**config.mk**
```make
export PLATFORM = sky130hd
export DESIGN_NAME = sync_fifo_flags
export DESIGN_NICKNAME = d
export VERILOG_FILES = /design/src/rtl/sync_fifo_flags.sv
export SDC_FILE = /design/constraint.sdc
export NUM_CORES = 1
export LEC_CHECK = 0
export ABC_AREA = 1
export CAP_MARGIN = 20
export CORE_ASPECT_RATIO = 1.25
export CORE_MARGIN = 10
export CORE_UTILIZATION = 47
export DETAILED_ROUTE_END_ITERATION = 12
export SYNTH_ARGS = -nofsm -noshare
export SYNTH_HDL_FRONTEND = slang
export SYNTH_SLANG_ARGS = --single-unit
```
**constraint.sdc**
```tcl
create_clock -name clk -period 6.1 [get_ports clk]
set_clock_uncertainty 0.1 [all_clocks]
set_input_delay 0.61 -clock clk [delete_from_list [all_inputs] [get_ports clk]]
set_output_delay 0.61 -clock clk [all_outputs]
set_load 0.01 [all_outputs]
```
**src/rtl/sync_fifo_flags.sv**
```systemverilog
// rtl/sync_fifo_flags.sv - parametrised single-clock FIFO with occupancy, threshold and sticky error flags
// Define SYNC_FIFO_FWFT_EN for first-word fall-through reads; default is a registered 1-cycle read.
module sync_fifo_flags #(
  parameter int WIDTH    = 8,
  parameter int DEPTH    = 16,
  parameter int AF_LEVEL = DEPTH - 2,
  parameter int AE_LEVEL = 2
) (
  input  logic                       clk,
  input  logic                       reset,
  input  logic                       flush,
  input  logic                       wr_en,
  input  logic [WIDTH-1:0]           data_in,
  input  logic                       rd_en,
  output logic [WIDTH-1:0]           data_out,
  output logic                       rd_valid,
  output logic                       full,
  output logic                       empty,
  output logic                       almost_full,
  output logic                       almost_empty,
  output logic [$clog2(DEPTH+1)-1:0] count,
  output logic                       overflow,
  output logic                       underflow
);

  localparam int PW = (DEPTH > 1) ? $clog2(DEPTH) : 1;
  localparam int CW = $clog2(DEPTH + 1);

  logic [WIDTH-1:0] mem [DEPTH];
  logic [PW-1:0]    wr_ptr;
  logic [PW-1:0]    rd_ptr;
  logic             wr_acc;
  logic             rd_acc;

  // Explicit wrap so non-power-of-two depths never index past the last entry.
  function automatic logic [PW-1:0] ptr_inc(input logic [PW-1:0] p);
    return (p == PW'(DEPTH - 1)) ? '0 : p + 1'b1;
  endfunction

  assign full         = (count == CW'(DEPTH));
  assign empty        = (count == '0);
  assign almost_full  = (count >= CW'(AF_LEVEL));
  assign almost_empty = (count <= CW'(AE_LEVEL));
  assign wr_acc       = wr_en && !full;
  assign rd_acc       = rd_en && !empty;

  always_ff @(posedge clk) begin
    if (!reset && !flush && wr_acc) begin
      mem[wr_ptr] <= data_in;
    end
  end

`ifdef SYNC_FIFO_FWFT_EN
  assign data_out = mem[rd_ptr];
  assign rd_valid = !empty;
`else
  logic [WIDTH-1:0] data_q;
  logic             rd_valid_q;

  assign data_out = data_q;
  assign rd_valid = rd_valid_q;
`endif

  always_ff @(posedge clk) begin
    if (reset) begin
      wr_ptr     <= '0;
      rd_ptr     <= '0;
      count      <= '0;
      overflow   <= 1'b0;
      underflow  <= 1'b0;
`ifndef SYNC_FIFO_FWFT_EN
      data_q     <= '0;
      rd_valid_q <= 1'b0;
`endif
    end else if (flush) begin
      wr_ptr     <= '0;
      rd_ptr     <= '0;
      count      <= '0;
      overflow   <= 1'b0;
      underflow  <= 1'b0;
`ifndef SYNC_FIFO_FWFT_EN
      rd_valid_q <= 1'b0;
`endif
    end else begin
      if (wr_acc) wr_ptr <= ptr_inc(wr_ptr);
      if (rd_acc) rd_ptr <= ptr_inc(rd_ptr);
      case ({wr_acc, rd_acc})
        2'b10:   count <= count + 1'b1;
        2'b01:   count <= count - 1'b1;
        default: count <= count;
      endcase
      if (wr_en && full)  overflow  <= 1'b1;
      if (rd_en && empty) underflow <= 1'b1;
`ifndef SYNC_FIFO_FWFT_EN
      rd_valid_q <= rd_acc;
      if (rd_acc) data_q <= mem[rd_ptr];
`endif
    end
  end

endmodule

```
==> impl_results.md, run 1 <==
* Final setup TNS at 0 ps
* GRT Overall Usage at 0.162
* Max Cap Viol at 0
* Initial DRC count at around 400
* Slew Viols, Final at 0
* Width of the die at between 100 and 150 um
* # IOs at 33
* Layout Area Growth over Synthesis at 15.2%
* Max Clk Rate at around 0.33 GHz
* Initial DRT Pass Iterations at 5
* Most common cell after layout, fill and taps aside: nand2_1
* Final setup fails at 0
* # DRC at 0
* Worst-skew pair later-pin latency at 420 ps
* Clock root cell: clkbuf_16
* Hold Violations, Final at 0
* Clock buffer depth at 2
* CP startpoint kind: primary input
* Worst Hold Class: reg2reg
* Min Hold Slack at 368 ps
* Die area at 19200 sq um
* Antenna cell count at 0
* CTS Buf Count at 17
* Non-Filler Instances at ~900
* Post CTS Setup Buffer Count at 0
* Final WL at 15.4 mm
* Crit-path cells: clkdlybuf4s50_1, nor2_2, inv_2, nor2_1, nand2_1, nor2_1
* Slowest cell delay on critical path at slightly above 600 ps
* CTS resizes at 0
* Clock transition at the registers of the reported paths at around 60 ps
* Distinct cells, synth at 27
* Post-layout nets at 718
* Outcome: finished clean
* CP Buf/Inv Count at 2
* Vias/cell at approximately 5
* Hold buffers post-CTS at 0
* Switching Power at between 0.0005 and 0.0006 W
* Internal at 0.00180 W
* Pin count of the biggest net entering global routing at between 60 and 70
* Maximum vdd drop at 0.000154 V
* Wire length of the first global-routing pass at about 24 mm
* Sequential group share of total power at 0.488
* Global route overflow at 0
* Kind of critical path: in2reg
* Least-Margin Pin Slew at about 1000 ps
* Critical Path Slowest Stage Cell: nor2_1
* IO buf count at 32
* Vias after detailed routing at between 4000 and 5000
* Clk sinks at 152
* RSZ-0062 raised after global routing: no
* CTS HTree Levels at 4
* Initial core utilization at 0.477
* Layout cells sized above 1 at 0.0606
* Synth warn at 0
* Sequential share of the synthesized area at 0.656
* Vert. Die Dim at 152 um
* Critical path's top delay family: simple AND/OR/NAND/NOR gates
* Crit. End Element: register
* Crit path max fanout at 21
* Leak at around 3 nW
* Placer congestion estimate at a little over 0.9
* CP Data Required Time at ~6100 ps
* Most frequent cells in the layout: nand2_1, edfxtp_1, nor2_1
* Critical Path AT at roughly 2900 ps
* # fillers at around 1200
* Cell Pwr Density at around 310 nW/um^2
* Routed Antenna Nets at 0
* Avg Synthesized Cell Area at 9.87 sq um
* Crit path time final at roughly 3000 ps
* Synth Cell Area at 6590 sq um
* CTS tree: built
* Routed wire length per instance at between 15 and 20 um
* Vias in the first global route at 4475
* Worst slew margin at 0.303
* Post-DP HPWL at ~10 mm
* Sw frac at 0.231
* Gate power share at 0.077
* Placed Cells at 849
* Most common cell on crit path: nor2_1
* Initial antenna violation count at 0
* Fin area at 7600 sq um
* Number of core rows at 48
* Tcrit/Tclk final at 0.490
* Clock power share at 0.435
* Post-Syn Instances at 668
* Core Box Area at ~14000 sq um
* Syn Nets at 690
* FF+latch count, synth at roughly 150
* DP Area at 6990 sq um
tightest hold or removal path: cells and delay by family, from the launching register on:
kind,cells,cell delay [ps]
AND/OR/NAND/NOR,1,70
flip-flops,1,320
AO/OA/AOI/OAI,1,40
registers in the layout, summed over array words and instances, names as in the netlist:
register	flops
underflow	1
mem	128
rd_ptr	4
count	5
rd_valid	1
overflow	1
wr_ptr	4
data_out	8
synthesized netlist by cell type, drive strengths merged:
master / instances / area, sq um
nand2: 209 / 790
edfxtp: 128 / 3840
nor2: 92 / 353
inv: 62 / 233
nand3: 58 / 290
dfxtp: 24 / 480
buf: 23 / 141
o21ai: 23 / 115
a21oi: 11 / 55.1
ha: 9 / 113
o22ai: 8 / 50.1
clkbuf: 5 / 18.8
xor2: 5 / 43.8
nor3: 4 / 20.0
nand4: 2 / 12.5
a2111oi: 1 / 8.76
a21boi: 1 / 7.51
clkinv: 1 / 3.75
o211ai: 1 / 7.51
o21bai: 1 / 7.51
per-stage QoR:
stage	power [W]	setup WS, ps	utilization
6_report	0.00234	3110	0.550
4_1_cts	0.00236	3100	0.548
3_3_place_gp	0.00134	2720	0.506
2_1_floorplan	0.00127	3730	-
3_5_place_dp	0.00135	2660	0.506
5_1_grt	0.00243	3000	0.550
path summary, 6_finish.rpt:
check / depth (start not counted) / start / endpoint / slack [ps]
setup / recovery: 6 / reset / mem[6][1] / 3110
setup reg to reg: 15 / count[1] / count[4] / 3580
hold / removal: 2 / overflow / overflow / 370
hold reg to reg: 2 / overflow / overflow / 370
power by group through the flow:
stage               combinational [W]  sequential [W]  clock (W)
finish                       0.000180         0.00114    0.00102
floorplan                    0.000101         0.00117          0
detailed placement           0.000179         0.00117          0
global placement             0.000178         0.00117          0
global route                 0.000200         0.00115    0.00108
CTS                          0.000180         0.00114    0.00103
kinds of logic after synthesis:
group	Yosys count	share of synthesized area
fa+ha+maj	9	0.0171
compound gates	46	0.0381
buf+inv	91	0.0602
flops	152	0.656
xor+xnor	5	0.00664
simple gates	365	0.222
layout make-up:
type | instances | area (sq um) | area share
timing repair buffer | 37 | 368 | 0.0484
sequential | 152 | 4330 | 0.569
inverter | 63 | 236 | 0.0311
clock inverter | 14 | 146 | 0.0193
tap | 175 | 219 | 0.0288
multi-input combinational | 425 | 1870 | 0.247
clock buffer | 18 | 429 | 0.0565
layer usage:
metal	routed length [um]	vias to the layer above	GRT usage
met5	0	-	0
met4	286	0	0.0668
met3	855	21	0.0352
met2	7540	142	0.272
met1	6690	2103	0.197
li1	-	2250	-
No activity file was read; power rests on OpenSTA's default activity.
==> run 2, diff against run 1 <==
Clock period 6.1 ns to 2.95 ns, I/O delays scaled along.
==> impl_results.md, run 2 (same netlist as run 1, synthesis figures left out) <==
* Outcome: finished clean
* Clk sinks at 152 (unchanged)
* Routed wire length per instance at 16.4 um (-5.5%)
* Clock power share at 0.421 (-0.014)
* CP startpoint kind: register
* Vert. Die Dim at 152 um (unchanged)
* CTS tree: built
* Leak at 3.02 nW (+2.4%)
* Slew Viols, Final at 0 (unchanged)
* Sw frac at 0.232 (+0.000802)
* Least-Margin Pin Slew at 911 ps (-133 ps)
* Worst Hold Class: reg2reg
* Placed Cells at 871 (+2.6%)
* Final setup fails at 0 (unchanged)
* Non-Filler Instances at 903 (+2.1%)
* Post-layout util at 0.557 (+0.00688)
* Max Clk Rate at between 0.4 and 0.5 GHz
* Critical Path AT at 2470 ps (-470 ps)
* Clock transition at the registers of the reported paths at 60 ps (about the same)
* Vias after detailed routing at 4602 (+1.9%)
* Tcrit/Tclk final at 0.754
* CTS HTree Levels at 4 (unchanged)
* Fin area at 7690 sq um (+1.3%)
* Initial antenna violation count at 0 (unchanged)
* Layout cells sized above 1 at 0.0810 (+0.0204)
* Worst-skew pair later-pin latency at 410 ps (about the same)
* Wire length of the first global-routing pass at 23.9 mm (-1.1%)
* Internal at 0.00363 W (+100%)
* Post-layout nets at 737 (+2.6%)
* Width of the die at 126 um (unchanged)
* # IOs at 33 (unchanged)
* Vias in the first global route at 4564 (+2.0%)
* Post-DP HPWL at 9.55 mm (-4.5%)
* Antenna cell count at 0 (unchanged)
* Pre-CTS setup slack at 613 ps (-2050 ps)
* Placer congestion estimate at 0.866 (-4.9%)
* Crit. End Element: register
* Kind of critical path: reg2reg
* GRT Overall Usage at 0.155 (-0.00768)
* Sequential group share of total power at 0.500 (+0.012)
* Initial DRC count at 308 (-23%)
* CTS resizes at 0 (unchanged)
* RSZ-0062 raised after global routing: no
* Layout Area Growth over Synthesis at 16.7%
* Switching Power at 0.00110 W (+100%)
* Gate power share at 0.079 (+0.002)
* Most common cell after layout, fill and taps aside: nand2_1
* Clock buffer depth at 2 (unchanged)
* Clock root cell: clkbuf_16
* Pin count of the biggest net entering global routing at 68 (-1.4%)
* Final setup TNS at 0 ps (unchanged)
* Core Box Area at 13800 sq um (unchanged)
* Worst slew margin at 0.392 (+0.0890)
* Number of core rows at 48 (unchanged)
* Worst setup margin at 726 ps (-2390 ps)
* Max FFs per register at 128 (unchanged)
* Crit path time final at between 2000 and 2500 ps
* Global route overflow at 0 (unchanged)
* CP Data Required Time at 3200 ps (-2860 ps)
* Reg with most FFs: mem
* Initial DRT Pass Iterations at 5 (unchanged)
* Cell Pwr Density at 615 nW/um^2 (+99%)
* Most frequent cells in the layout: nand2_1, edfxtp_1, nor2_1
* Hold buffers post-CTS at 0 (unchanged)
* CTS Buf Count at 17 (unchanged)
* Die area at 19200 sq um (unchanged)
* Vias/cell at 5.10 (-0.24%)
* # DRC at 0 (unchanged)
* IO buf count at 32 (unchanged)
* Final WL at 14.8 mm (-3.5%)
* Routed Antenna Nets at 0 (unchanged)
* Max Cap Viol at 0 (unchanged)
* Initial core utilization at 0.477 (unchanged)
* Hold Violations, Final at 0 (unchanged)
* Post CTS Setup Buffer Count at 0 (unchanged)
* Maximum vdd drop at 0.000383 V (+150%)
* DP Area at 7150 sq um (+2.4%)
* Crit path max fanout at 8 (-62%)
==> run 2: power groups by stage <==
stage          logic [W]  registers, W  clock network, W
2_1_floorplan   0.000210       0.00242                 0
4_1_cts         0.000375       0.00237           0.00203
5_1_grt         0.000418       0.00237           0.00212
6_report        0.000372       0.00237           0.00199
3_3_place_gp    0.000368       0.00241                 0
3_5_place_dp    0.000372       0.00241                 0
==> run 2: path summary, 6_finish.rpt <==
kind,depth (start not counted),to,slack [ps],start
setup / recovery,14,count[4],730,count[1]
hold / removal,2,overflow,370,overflow
setup reg to reg,14,count[4],730,count[1]
hold reg to reg,2,overflow,370,overflow
==> run 2: metrics by stage <==
step	hold slack (ps)	total power (W)
floorplan	294	0.00263
global placement	354	0.00278
detailed placement	367	0.00279
CTS	381	0.00477
global route	399	0.00490
finish	373	0.00473
==> run 2: final cells by class <==
type                    count  area [sq um]
repair buffers             56           500
flip-flops and latches    152          4330
multi-input cells         425          1870
clock inverters            13           105
fillers                  1255          6120
inverters                  63           236
clock buffers              19           433
well taps                 175           219
==> run 2: routing by layer <==
layer / vias up / track usage / share of wire
met5: - / 0 / 0
met4: 0 / 0.0532 / 0.018
met3: 19 / 0.0369 / 0.049
met2: 108 / 0.255 / 0.48
met1: 2193 / 0.193 / 0.45
li1: 2282 / - / -
==> run 2: critical path: stages (launching register included) <==
cell and delay, ps:
dfxtp_1 370, nor2_1 150, nand4_1 130, nand2_2 190
ha_1 290, xor2_1 210, ha_1 170, inv_1 30
nand2_1 90, nand3_1 100, nand2_1 70, nand2_1 50
nand2_1 50, nand2_1 40, a21oi_1 110
==> run 3, diff against run 2 <==
Settings changed: PLACE_DENSITY set to 0.67.
Clock period 2.95 ns to 2 ns, I/O delays scaled along.
==> impl_results.md, run 3 (same netlist as run 1, synthesis figures left out) <==
* Hold Violations, Final at 0 (unchanged)
* Crit path max fanout at 4 (-4)
* Post-DP HPWL at 11.1 mm (+16%)
* Slowest cell delay on critical path at 330 ps (-40 ps)
* Setup crit end: count[2]
* Critical Path Slowest Stage Cell: dfxtp_2
* Max Cap Viol at 0 (unchanged)
* Layout Area Growth over Synthesis at 22.0%
* Min Hold Slack at 351 ps (-22.4 ps)
* Vert. Die Dim at 152 um (unchanged)
* Clk sinks at 152 (unchanged)
* # IOs at 33 (unchanged)
* DP Area at 7370 sq um (+3.0%)
* Initial DRT Pass Iterations at 8 (+3)
* Layout cells sized above 1 at 0.143 (+0.0620)
* Initial DRC count at 416 (+35%)
* Routed Antenna Nets at 0 (unchanged)
* CP Depth at 12 (-2)
* Die area at 19200 sq um (unchanged)
* Antenna cell count at 0 (unchanged)
* CP Buf/Inv Count at 4 (+3)
* Failing checks: setup timing
* Crit-path cells: nor2_4, nand4_1, nand2_2, ha_4, buf_4, inv_1, nand2_1, nand2_2, buf_4, xor2_1, o21ai_1, inv_1
* Vias in the first global route at 4813 (+5.5%)
* Clock root cell: clkbuf_16
* Initial antenna violation count at 0 (unchanged)
* # DRC at 0 (unchanged)
* Register area at 4330 sq um (+0.14%)
* Sequential group share of total power at 0.471 (-0.029)
* Cell Pwr Density at 919 nW/um^2 (+49%)
* Crit. End Element: register
* Pwr Total at 0.00739 W (+56%)
* Critical path's top delay family: simple AND/OR/NAND/NOR gates
* Least-Margin Pin Slew at 461 ps (-450 ps)
* Clock power share at 0.442 (+0.021)
* Non-Filler Instances at 930 (+3.0%)
* Gate power share at 0.086 (+0.007)
* Placer congestion estimate at 0.931 (+7.5%)
* Register-to-Register Setup Slack at -20 ps (-750 ps)
* IO buf count at 32 (unchanged)
* Worst hold start: rd_en
* Final setup fails at 2 (+2)
* Initial core utilization at 0.477 (unchanged)
* CTS HTree Levels at 4 (unchanged)
* Area occupied by multi-input gates at 1950 sq um (+4.2%)
* Critical R2R Capture: count[2]
* Global route overflow at 0 (unchanged)
* Wire length of the first global-routing pass at 25.4 mm (+6.5%)
* Crit path time final at 2020 ps (-204 ps)
* Kind of critical path: reg2reg
* Core Box Area at 13800 sq um (unchanged)
* Leak at 3.17 nW (+5.2%)
* Max Clk Rate at 0.495 GHz (+10%)
* Vias/cell at 5.16 (+1.2%)
* Worst setup margin at -19.8 ps (-746 ps)
* Routed wire length per instance at 17.5 um (+6.7%)
* CP startpoint kind: register
* Hold buffers post-CTS at 0 (unchanged)
* Placed Cells at 897 (+3.0%)
* # fillers at 1171 (-6.7%)
* Outcome: finished with violations
* Critical Path AT at 2240 ps (-230 ps)
* Maximum vdd drop at 0.000382 V (-0.16%)
* GRT Overall Usage at 0.169 (+0.0144)
* Clock transition at the registers of the reported paths at 60 ps (about the same)
* Worst R2R Start: count[1]
* Fin area at 8050 sq um (+4.6%)
* Sw frac at 0.232 (about the same)
* Width of the die at 126 um (unchanged)
* RSZ-0062 raised after global routing: yes
* Worst-skew pair later-pin latency at 430 ps (+20 ps)
* Max FFs per register at 128 (unchanged)
* Most frequent cells in the layout: nand2_1, edfxtp_1, nor2_1
* CP Data Required Time at 2220 ps (-980 ps)
* Worst slew margin at 0.692 (+0.301)
* Switching Power at 0.00171 W (+56%)
* Internal at 0.00568 W (+56%)
* Tcrit/Tclk final at 1.01 (+0.256)
* Post-layout nets at 764 (+3.7%)
* CTS Buf Count at 17 (unchanged)
* Slew Viols, Final at 0 (unchanged)
* FF-to-FF path depth at 12 (-2)
* Number of core rows at 48 (unchanged)
* Vias after detailed routing at 4795 (+4.2%)
* Pin count of the biggest net entering global routing at 45 (-34%)
* Worst Hold Class: in2reg
* Final WL at 16.3 mm (+9.9%)
* Post-layout util at 0.583 (+0.0256)
* Worst setup path start: count[1]
* Reg with most FFs: mem
* Clock buffer depth at 2 (unchanged)
* Most common cell after layout, fill and taps aside: nand2_1
* CTS tree: built
## run 3: changes by cell type in the layout (fill, tap and decap cells not counted), sizes merged
cell / change
buf: +27
clkinv: -5
clkinvlp: +3
bufinv: +2
clkdlybuf4s50: -2
clkbuf: -1
dlygate4sd2: +1
dlymetal6s2s: +1
inv: +1
## run 3: how the worst min path moves through the flow
stage	end	slack, ps	depth (start not counted)
4_1_cts	underflow	350	3
3_3_place_gp	underflow	350	2
5_1_grt	underflow	380	3
2_1_floorplan	mem[0][0]	200	0
3_5_place_dp	underflow	370	2
6_report	underflow	350	3
## run 3: worst min-delay path, delay by kind of cell
family	cells	cell delay [ps]
simple gates	1	70
compound gates	1	70
buf+inv	1	490
## run 3: timing repair
item,4_1_cts,5_1_grt
gates resized for setup,4,15
endpoints found under the setup margin,5,61
setup buffers,0,1
pin swaps,2,7
## run 3: metrics by stage
step | TNS, ps | setup WS (ps)
3_5_place_dp | -10880 | -148
2_1_floorplan | 0 | 2.37
3_3_place_gp | -9680 | -139
6_report | -37.8 | -19.8
5_1_grt | -208 | -119
4_1_cts | -22.7 | -9.04
## run 3: metal layers
layer  part of all wire  global-route usage  vias up
met4              0.027              0.0668        0
met2               0.51               0.291      175
met1               0.40               0.194     2243
li1                   -                   -     2338
met5                  0                   0        -
met3              0.064              0.0449       39
## run 3: power groups by stage
stage | sequential [W] | clock (W) | combinational (W)
floorplan | 0.00357 | 0 | 0.000314
global route | 0.00348 | 0.00345 | 0.000712
detailed placement | 0.00355 | 0 | 0.000618
global placement | 0.00355 | 0 | 0.000608
finish | 0.00348 | 0.00327 | 0.000639
CTS | 0.00348 | 0.00330 | 0.000622
## run 3: final cells by class
cell class,count,area share
repair buffers,83,0.0875
inverters,63,0.0294
clock buffers,18,0.0533
multi-input cells,425,0.243
well taps,175,0.0272
clock inverters,14,0.0216
flip-flops and latches,152,0.538
